$ cat src/rtl/instr_decode_pkg.sv
`default_nettype none
// +----------------------------------------------------------------------------+
// | Package     : instr_decode_pkg                                             |
// | Description : Shared opcode constants, class bit order and decoded record  |
// |               for the RV32I decode stage. When DECODE_ILLEGAL_EN is        |
// |               defined the decoded record carries an illegal flag.          |
// | Revision    : 1.0 - initial release                                        |
// +----------------------------------------------------------------------------+
package instr_decode_pkg;

    // RV32I base opcodes, instr[6:0]
    localparam logic [6:0] OPC_OP     = 7'h33;
    localparam logic [6:0] OPC_LOAD   = 7'h03;
    localparam logic [6:0] OPC_OP_IMM = 7'h13;
    localparam logic [6:0] OPC_JALR   = 7'h67;
    localparam logic [6:0] OPC_STORE  = 7'h23;
    localparam logic [6:0] OPC_BRANCH = 7'h63;
    localparam logic [6:0] OPC_AUIPC  = 7'h17;
    localparam logic [6:0] OPC_LUI    = 7'h37;
    localparam logic [6:0] OPC_JAL    = 7'h6F;

    localparam int NUM_TYPES = 9;

    // Bit position of each class inside the one-hot out_type vector
    typedef enum logic [3:0] {
        CLS_R      = 4'd0,
        CLS_LOAD   = 4'd1,
        CLS_OP_IMM = 4'd2,
        CLS_JALR   = 4'd3,
        CLS_S      = 4'd4,
        CLS_B      = 4'd5,
        CLS_AUIPC  = 4'd6,
        CLS_LUI    = 4'd7,
        CLS_JAL    = 4'd8
    } instr_class_e;

    // Decoded instruction fields. Every RV32I immediate fits in 32 bits, so
    // imm is kept at 32 bits here and sign-extended to XLEN at the stage
    // output; the XLEN-wide pc travels next to this record in the stage.
    typedef struct packed {
        logic [NUM_TYPES-1:0] itype;
        logic [4:0]           rd;
        logic [4:0]           rs1;
        logic [4:0]           rs2;
        logic [2:0]           funct3;
        logic [6:0]           funct7;
        logic [31:0]          imm;
`ifdef DECODE_ILLEGAL_EN
        logic                 illegal;
`endif
    } decoded_t;

    // One-hot vector with only the bit for class c set
    function automatic logic [NUM_TYPES-1:0] class_onehot(input instr_class_e c);
        logic [NUM_TYPES-1:0] v;
        v    = '0;
        v[c] = 1'b1;
        return v;
    endfunction

endpackage
`default_nettype wire

$ cat src/rtl/instr_field_decode.sv
`default_nettype none
// +----------------------------------------------------------------------------+
// | Module      : instr_field_decode                                           |
// | Description : Purely combinational RV32I field decoder: raw instruction    |
// |               word to class one-hot, register indices, funct fields and    |
// |               sign-extended immediate. DECODE_ILLEGAL_EN adds the illegal  |
// |               flag (bad length bits or unknown opcode).                    |
// | Revision    : 1.0 - initial release                                        |
// +----------------------------------------------------------------------------+
module instr_field_decode
    import instr_decode_pkg::*;
(
    input  logic [31:0] instr,
    output decoded_t    dec
);

    logic [31:0]  w_imm_i;
    logic [31:0]  w_imm_s;
    logic [31:0]  w_imm_b;
    logic [31:0]  w_imm_u;
    logic [31:0]  w_imm_j;
    logic         w_known;
    instr_class_e w_cls;
    logic [31:0]  w_imm;

    // Build every immediate format in parallel; the opcode picks one below
    always_comb begin
        w_imm_i = {{20{instr[31]}}, instr[31:20]};
        w_imm_s = {{20{instr[31]}}, instr[31:25], instr[11:7]};
        w_imm_b = {{19{instr[31]}}, instr[31], instr[7], instr[30:25], instr[11:8], 1'b0};
        w_imm_u = {instr[31:12], 12'h000};
        w_imm_j = {{11{instr[31]}}, instr[31], instr[19:12], instr[20], instr[30:21], 1'b0};
    end

    // Opcode to class and immediate select; the full 7-bit compare also
    // rejects words whose length bits are not 2'b11
    always_comb begin
        w_known = 1'b1;
        w_cls   = CLS_R;
        w_imm   = 32'h0;
        case (instr[6:0])
            OPC_OP:     begin w_cls = CLS_R;      w_imm = 32'h0;   end
            OPC_LOAD:   begin w_cls = CLS_LOAD;   w_imm = w_imm_i; end
            OPC_OP_IMM: begin w_cls = CLS_OP_IMM; w_imm = w_imm_i; end
            OPC_JALR:   begin w_cls = CLS_JALR;   w_imm = w_imm_i; end
            OPC_STORE:  begin w_cls = CLS_S;      w_imm = w_imm_s; end
            OPC_BRANCH: begin w_cls = CLS_B;      w_imm = w_imm_b; end
            OPC_AUIPC:  begin w_cls = CLS_AUIPC;  w_imm = w_imm_u; end
            OPC_LUI:    begin w_cls = CLS_LUI;    w_imm = w_imm_u; end
            OPC_JAL:    begin w_cls = CLS_JAL;    w_imm = w_imm_j; end
            default:    begin w_known = 1'b0;     w_imm = 32'h0;   end
        endcase
    end

    // Assemble the decoded record; unknown encodings give an all-zero class
    always_comb begin
        dec.rd     = instr[11:7];
        dec.rs1    = instr[19:15];
        dec.rs2    = instr[24:20];
        dec.funct3 = instr[14:12];
        dec.funct7 = instr[31:25];
        dec.imm    = w_imm;
`ifdef DECODE_ILLEGAL_EN
        dec.illegal = (instr[1:0] != 2'b11) || !w_known;
        dec.itype   = dec.illegal ? '0 : class_onehot(w_cls);
`else
        dec.itype   = w_known ? class_onehot(w_cls) : '0;
`endif
    end

endmodule
`default_nettype wire

$ cat src/rtl/instr_decode_stage.sv
`default_nettype none
// +----------------------------------------------------------------------------+
// | Module      : instr_decode_stage                                           |
// | Description : Registered RV32I decode stage with valid/ready on both sides |
// |               and a two-entry skid (output register OR + skid register SK) |
// |               giving full throughput with a registered in_ready. Counts    |
// |               completed output handshakes. DECODE_ILLEGAL_EN adds the      |
// |               out_illegal port.                                            |
// | Revision    : 1.0 - initial release                                        |
// +----------------------------------------------------------------------------+
module instr_decode_stage
    import instr_decode_pkg::*;
#(
    parameter int XLEN  = 32,
    parameter int CNT_W = 16
) (
    input  logic                 clk,
    input  logic                 rst,
    input  logic                 flush,
    input  logic                 in_valid,
    output logic                 in_ready,
    input  logic [31:0]          in_instr,
    input  logic [XLEN-1:0]      in_pc,
    output logic                 out_valid,
    input  logic                 out_ready,
    output logic [XLEN-1:0]      out_pc,
    output logic [NUM_TYPES-1:0] out_type,
    output logic [4:0]           out_rd,
    output logic [4:0]           out_rs1,
    output logic [4:0]           out_rs2,
    output logic [2:0]           out_funct3,
    output logic [6:0]           out_funct7,
    output logic [XLEN-1:0]      out_imm,
`ifdef DECODE_ILLEGAL_EN
    output logic                 out_illegal,
`endif
    output logic [CNT_W-1:0]     decode_count
);

    // One buffered entry: pc at full width plus the decoded fields
    typedef struct packed {
        logic [XLEN-1:0] pc;
        decoded_t        dec;
    } stage_t;

    decoded_t         w_in_dec;
    stage_t           w_in_stage;
    logic             w_in_fire;
    logic             w_out_fire;

    stage_t           or_q, or_d;
    logic             or_valid_q, or_valid_d;
    stage_t           sk_q, sk_d;
    logic             sk_valid_q, sk_valid_d;
    logic             in_ready_q, in_ready_d;
    logic [CNT_W-1:0] count_q, count_d;

    // Decode happens on the way in, so SK holds already-decoded fields
    instr_field_decode u_field_decode (
        .instr (in_instr),
        .dec   (w_in_dec)
    );

    assign w_in_stage.pc  = in_pc;
    assign w_in_stage.dec = w_in_dec;
    assign w_in_fire      = in_valid && in_ready_q;
    assign w_out_fire     = or_valid_q && out_ready;

    // Next-state for OR/SK: SK refills OR first, so ordering stays FIFO
    always_comb begin
        or_d       = or_q;
        or_valid_d = or_valid_q;
        sk_d       = sk_q;
        sk_valid_d = sk_valid_q;
        count_d    = count_q + CNT_W'(w_out_fire);
        if (flush) begin
            // Input handshake this cycle is dropped; the output one still counts
            or_valid_d = 1'b0;
            sk_valid_d = 1'b0;
        end else if (!or_valid_q || w_out_fire) begin
            if (sk_valid_q) begin
                // in_ready is low while SK is full, so no new input competes here
                or_d       = sk_q;
                or_valid_d = 1'b1;
                sk_valid_d = 1'b0;
            end else if (w_in_fire) begin
                or_d       = w_in_stage;
                or_valid_d = 1'b1;
            end else begin
                or_valid_d = 1'b0;
            end
        end else if (w_in_fire) begin
            sk_d       = w_in_stage;
            sk_valid_d = 1'b1;
        end
        in_ready_d = !sk_valid_d;
    end

    // State registers; reset clears the data path as well as the valids
    always_ff @(posedge clk) begin
        if (rst) begin
            or_q       <= '0;
            or_valid_q <= 1'b0;
            sk_q       <= '0;
            sk_valid_q <= 1'b0;
            in_ready_q <= 1'b1;
            count_q    <= '0;
        end else begin
            or_q       <= or_d;
            or_valid_q <= or_valid_d;
            sk_q       <= sk_d;
            sk_valid_q <= sk_valid_d;
            in_ready_q <= in_ready_d;
            count_q    <= count_d;
        end
    end

    assign in_ready     = in_ready_q;
    assign out_valid    = or_valid_q;
    assign out_pc       = or_q.pc;
    assign out_type     = or_q.dec.itype;
    assign out_rd       = or_q.dec.rd;
    assign out_rs1      = or_q.dec.rs1;
    assign out_rs2      = or_q.dec.rs2;
    assign out_funct3   = or_q.dec.funct3;
    assign out_funct7   = or_q.dec.funct7;
    assign decode_count = count_q;
`ifdef DECODE_ILLEGAL_EN
    assign out_illegal  = or_q.dec.illegal;
`endif

    // Widen the 32-bit immediate to XLEN by sign extension
    generate
        if (XLEN > 32) begin : g_imm_ext
            assign out_imm = {{(XLEN-32){or_q.dec.imm[31]}}, or_q.dec.imm};
        end else begin : g_imm_direct
            assign out_imm = or_q.dec.imm;
        end
    endgenerate

endmodule
`default_nettype wire

$ cat config.mk
export PLATFORM = sky130hd
export DESIGN_NAME = instr_decode_stage
export DESIGN_NICKNAME = d
export VERILOG_FILES = /design/src/rtl/instr_decode_pkg.sv /design/src/rtl/instr_field_decode.sv /design/src/rtl/instr_decode_stage.sv
export SDC_FILE = /design/constraint.sdc
export NUM_CORES = 1
export LEC_CHECK = 0
export CAP_MARGIN = 25
export CORE_MARGIN = 2
export CORE_UTILIZATION = 46
export DETAILED_ROUTE_END_ITERATION = 8
export PLACE_DENSITY = 0.74
export SLEW_MARGIN = 15
export SYNTH_ARGS = -nofsm -noshare
export SYNTH_HDL_FRONTEND = slang
export SYNTH_SLANG_ARGS = --single-unit
$ cat constraint.sdc
create_clock -name clk -period 1.58 [get_ports clk]
set_input_delay 0.316 -clock clk [delete_from_list [all_inputs] [get_ports clk]]
set_output_delay 0.316 -clock clk [all_outputs]
set_load 0.005 [all_outputs]
==> flow_metrics.env <==
export IMPL_syn_instance_count=1018
export IMPL_antenna_found_initial=3
export IMPL_syn_avg_cell_area_sq_um=8.927
export IMPL_critPathCapture="out_pc[13]"
export IMPL_root_buffer="clkbuf_16"
export IMPL_power_density_nw_per_um2=870.4
export IMPL_h_tree_depth=1
export IMPL_syn_nets=1089
export IMPL_synthArstFlopShare=0
export IMPL_r2r_slack_ns=-0.22
export IMPL_hold_slack_ns=0.1053
export IMPL_cts_tree="built"
export IMPL_routabilityCongestion=0.8606
export IMPL_grt_pass1_wl_um=48040
export IMPL_setup_slack_ns=-0.2228
export IMPL_die_area_sq_um=20900
export IMPL_ys_flop_type="dfxtp_1"
export IMPL_clock_sinks=215
export IMPL_area_delta_synth_final_pct=64.89
export IMPL_run_status="finished with violations"
export IMPL_yosysSeqAreaShare=0.4736
export IMPL_worstSetupPathType="register to register"
export IMPL_final_core_utilization=0.7724
export IMPL_maxSlewHeadroom=0.5779
export IMPL_fin_skew_ns=0.01572
export IMPL_report_final_hold_viol_count=0
export IMPL_drc=0
export IMPL_wl_per_cell_um=22.39
export IMPL_stdcell_area_sq_um=14980
export IMPL_drt_antenna_violating_nets=0
export IMPL_grt_pass1_vias=9074
export IMPL_crit_arrival_ns=2.21
export IMPL_numPortBuffers=184
export IMPL_grt_use_total=0.2887
export IMPL_final_max_slew_violation_count=0
export IMPL_synth_area_sq_um=9087
export IMPL_violations="setup timing"
export IMPL_setup_violations=136
export IMPL_path_common_cell="buf_6"
export IMPL_synth_warnings=0
export IMPL_max_clock_freq_mhz=554.7
export IMPL_cts_hold_buf=0
export IMPL_clk_pin_slew_ns=0.06
export IMPL_yosysTopAreaCell="dfxtp_1"
export IMPL_cpMaxStageDelayCell="dfxtp_2"
export IMPL_cpPeakStageDelay_ns=0.33
export IMPL_layout_drive_gt1_share=0.3648
export IMPL_io_pins=185
export IMPL_cp_end_kind="register"
export IMPL_first_pass_iters=7
export IMPL_die_h_um=144.6
export IMPL_vias_per_cell=6.012
export IMPL_reg2reg_to="out_pc[13]"
export IMPL_cp_max_fo=8
export IMPL_crit_start="in_ready"
export IMPL_grt_ovfl_total=0
export IMPL_max_cap_viol_count=0
export IMPL_required_ns=1.98
export IMPL_pre_cts_ws_ns=-0.8024
export IMPL_insertion_delay_ns=0.51
export IMPL_drt_iter0_drc=667
export IMPL_rsz0062_at_grt="yes"
export IMPL_synth_seq_cells=215
export IMPL_tightest_slew_ns=0.6331
export IMPL_fin_crit_sh=1.141
export IMPL_reg2reg_depth=9
export IMPL_synth_most_common_cell="dfxtp_1"
export IMPL_drt_wl_total_um=36140
export IMPL_cts_made_buffers=23
export IMPL_grt_max_degree=93
export IMPL_start_kind="register"
export IMPL_synth_cell_types=54
export IMPL_path_cells="buf_6, a21oi_4, buf_6, nor3_4, buf_6, buf_12, buf_12, nor2_4, a211oi_4"
export IMPL_row_count=51
export IMPL_fp_dieW_um=144.6
export IMPL_hpwl_um=17290
export IMPL_p_leak_nw=5.683
export IMPL_power_w=0.01304
export IMPL_hold_class="input port to register"
export IMPL_core_sq_um=19400
export IMPL_vias=9704
export IMPL_vdd_ir_drop_max_v=0.0007193
export IMPL_placed_area_sq_um=12080
export IMPL_netlist_top_cells_area="dfxtp_1 (47%), a211oi_1 (8.0%), nand2_1 (6.9%)"
export IMPL_synth_edf_count=0
export IMPL_post_route_min_period_ns=1.803
export IMPL_initial_core_util=0.4685
export IMPL_synth_top_area_share=0.4736
export IMPL_cts_buffer_depth=3
export IMPL_num_nets_final=1403
export IMPL_yosys_top_cells_count="dfxtp_1 (215), nand2_1 (166), nor2_1 (135), a211oi_1 (97), a21oi_1 (84)"
export IMPL_crit_reg2reg_launch="in_ready"
[metrics by stage]
stage	TNS (ns)	cells
floorplan	-1.165	1018
global placement	-121.23	1502
detailed placement	-129.99	1502
CTS	-3.008	1597
global route	-12.92	1613
finish	-8.435	1614
[cell usage in the layout, fill, tap and decap left out, types with 5 or more instances in the layout]
| cell | count |
|---|---|
| o211ai_1 | 7 |
| a21oi_1 | 61 |
| nor3b_2 | 8 |
| a2111oi_4 | 17 |
| nor2b_1 | 10 |
| xor2_1 | 7 |
| buf_12 | 30 |
| clkbuf_16 | 26 |
| a211oi_1 | 25 |
| dfxtp_2 | 38 |
| inv_1 | 6 |
| a21oi_2 | 22 |
| nand2_1 | 148 |
| nor3b_1 | 10 |
| nand3_1 | 6 |
| clkbuf_8 | 5 |
| nor2_2 | 30 |
| nor3_1 | 14 |
| buf_8 | 12 |
| nor2_1 | 93 |
| mux2i_1 | 53 |
| dfxtp_1 | 174 |
| nand4_1 | 9 |
| buf_4 | 100 |
| nor2_4 | 13 |
| dlygate4sd2_1 | 123 |
| clkbuf_1 | 7 |
| buf_16 | 12 |
| nand2_4 | 16 |
| a211oi_2 | 69 |
| clkdlybuf4s50_1 | 58 |
| buf_6 | 34 |
| o21ai_0 | 6 |
[worst min-delay path by stage]
| stage | from | to | slack, ns | cells past startpoint |
|---|---|---|---|---|
| after floorplan | flush | out_valid | 0.39 | 1 |
| after global placement | sk_q[9] | sk_q[9] | 0.44 | 2 |
| after detailed placement | sk_q[68] | sk_q[68] | 0.45 | 2 |
| after CTS | rst | sk_q[14] | 0.08 | 2 |
| after global routing | rst | sk_q[14] | 0.12 | 2 |
| final | rst | sk_q[13] | 0.11 | 2 |
[registers in the layout, indices dropped and copies added, names as in the netlist, 3 cells and up]
name and cells:
out_imm 32, out_rd 5, out_pc 32, out_rs1 5
out_funct7 7, out_type 9, out_funct3 3, sk_q 98
decode_count 16, out_rs2 5
[worst max-delay path: cells and delay by family (launching register included)]
kind | cells | cell delay [ns]
AO/OA/AOI/OAI | 2 | 0.35
buffers and inverters | 5 | 0.75
flip-flops | 1 | 0.33
AND/OR/NAND/NOR | 2 | 0.24
[power breakdown]
group | internal (W) | total (W) | leakage, nW | switching [W]
Combinational | 0.000997 | 0.00200 | 3.57 | 0.000999
Sequential | 0.00561 | 0.00574 | 1.77 | 0.000130
Clock | 0.00308 | 0.00531 | 0.350 | 0.00223
[routing by layer]
metal  GRT usage  vias to the layer above  routed length [um]
li1            -                     4250                   -
met1      0.3711                     4734               13720
met2      0.4827                      547               17420
met3     0.04503                      171                2827
met4      0.1231                        2                2166
met5           0                        -                  10
[cell type report]
type                       instances  area, sq um
inverter                           7        26.28
sequential                       215         4363
tap                              265        331.6
antenna                            3        7.507
fill                            1223         4414
timing repair buffer             373         3988
clock inverter                     4        51.30
clock buffer                      35        670.6
multi-input combinational        712         5547
[repair_timing]
item                                    CTS  global route
resized for setup                       314           187
endpoints found under the setup margin  310           194
buffers inserted                         38            19
gates cloned                             19             4
pin swaps                                60            89
[logic make-up (layout without fill, tap and decap cells)]
group	after synthesis	count (layout)	synth area share
and+or+nand+nor	405	405	0.2002
DFF	215	215	0.4736
muxes	55	55	0.06086
adders and majority gates	2	2	0.002753
AOI/OAI and AO/OA	240	240	0.2098
xor gates and xnor gates	10	10	0.009639
buffers and inverters	91	419	0.04309
other	0	3	0
Power figures use the tool's default switching activity.
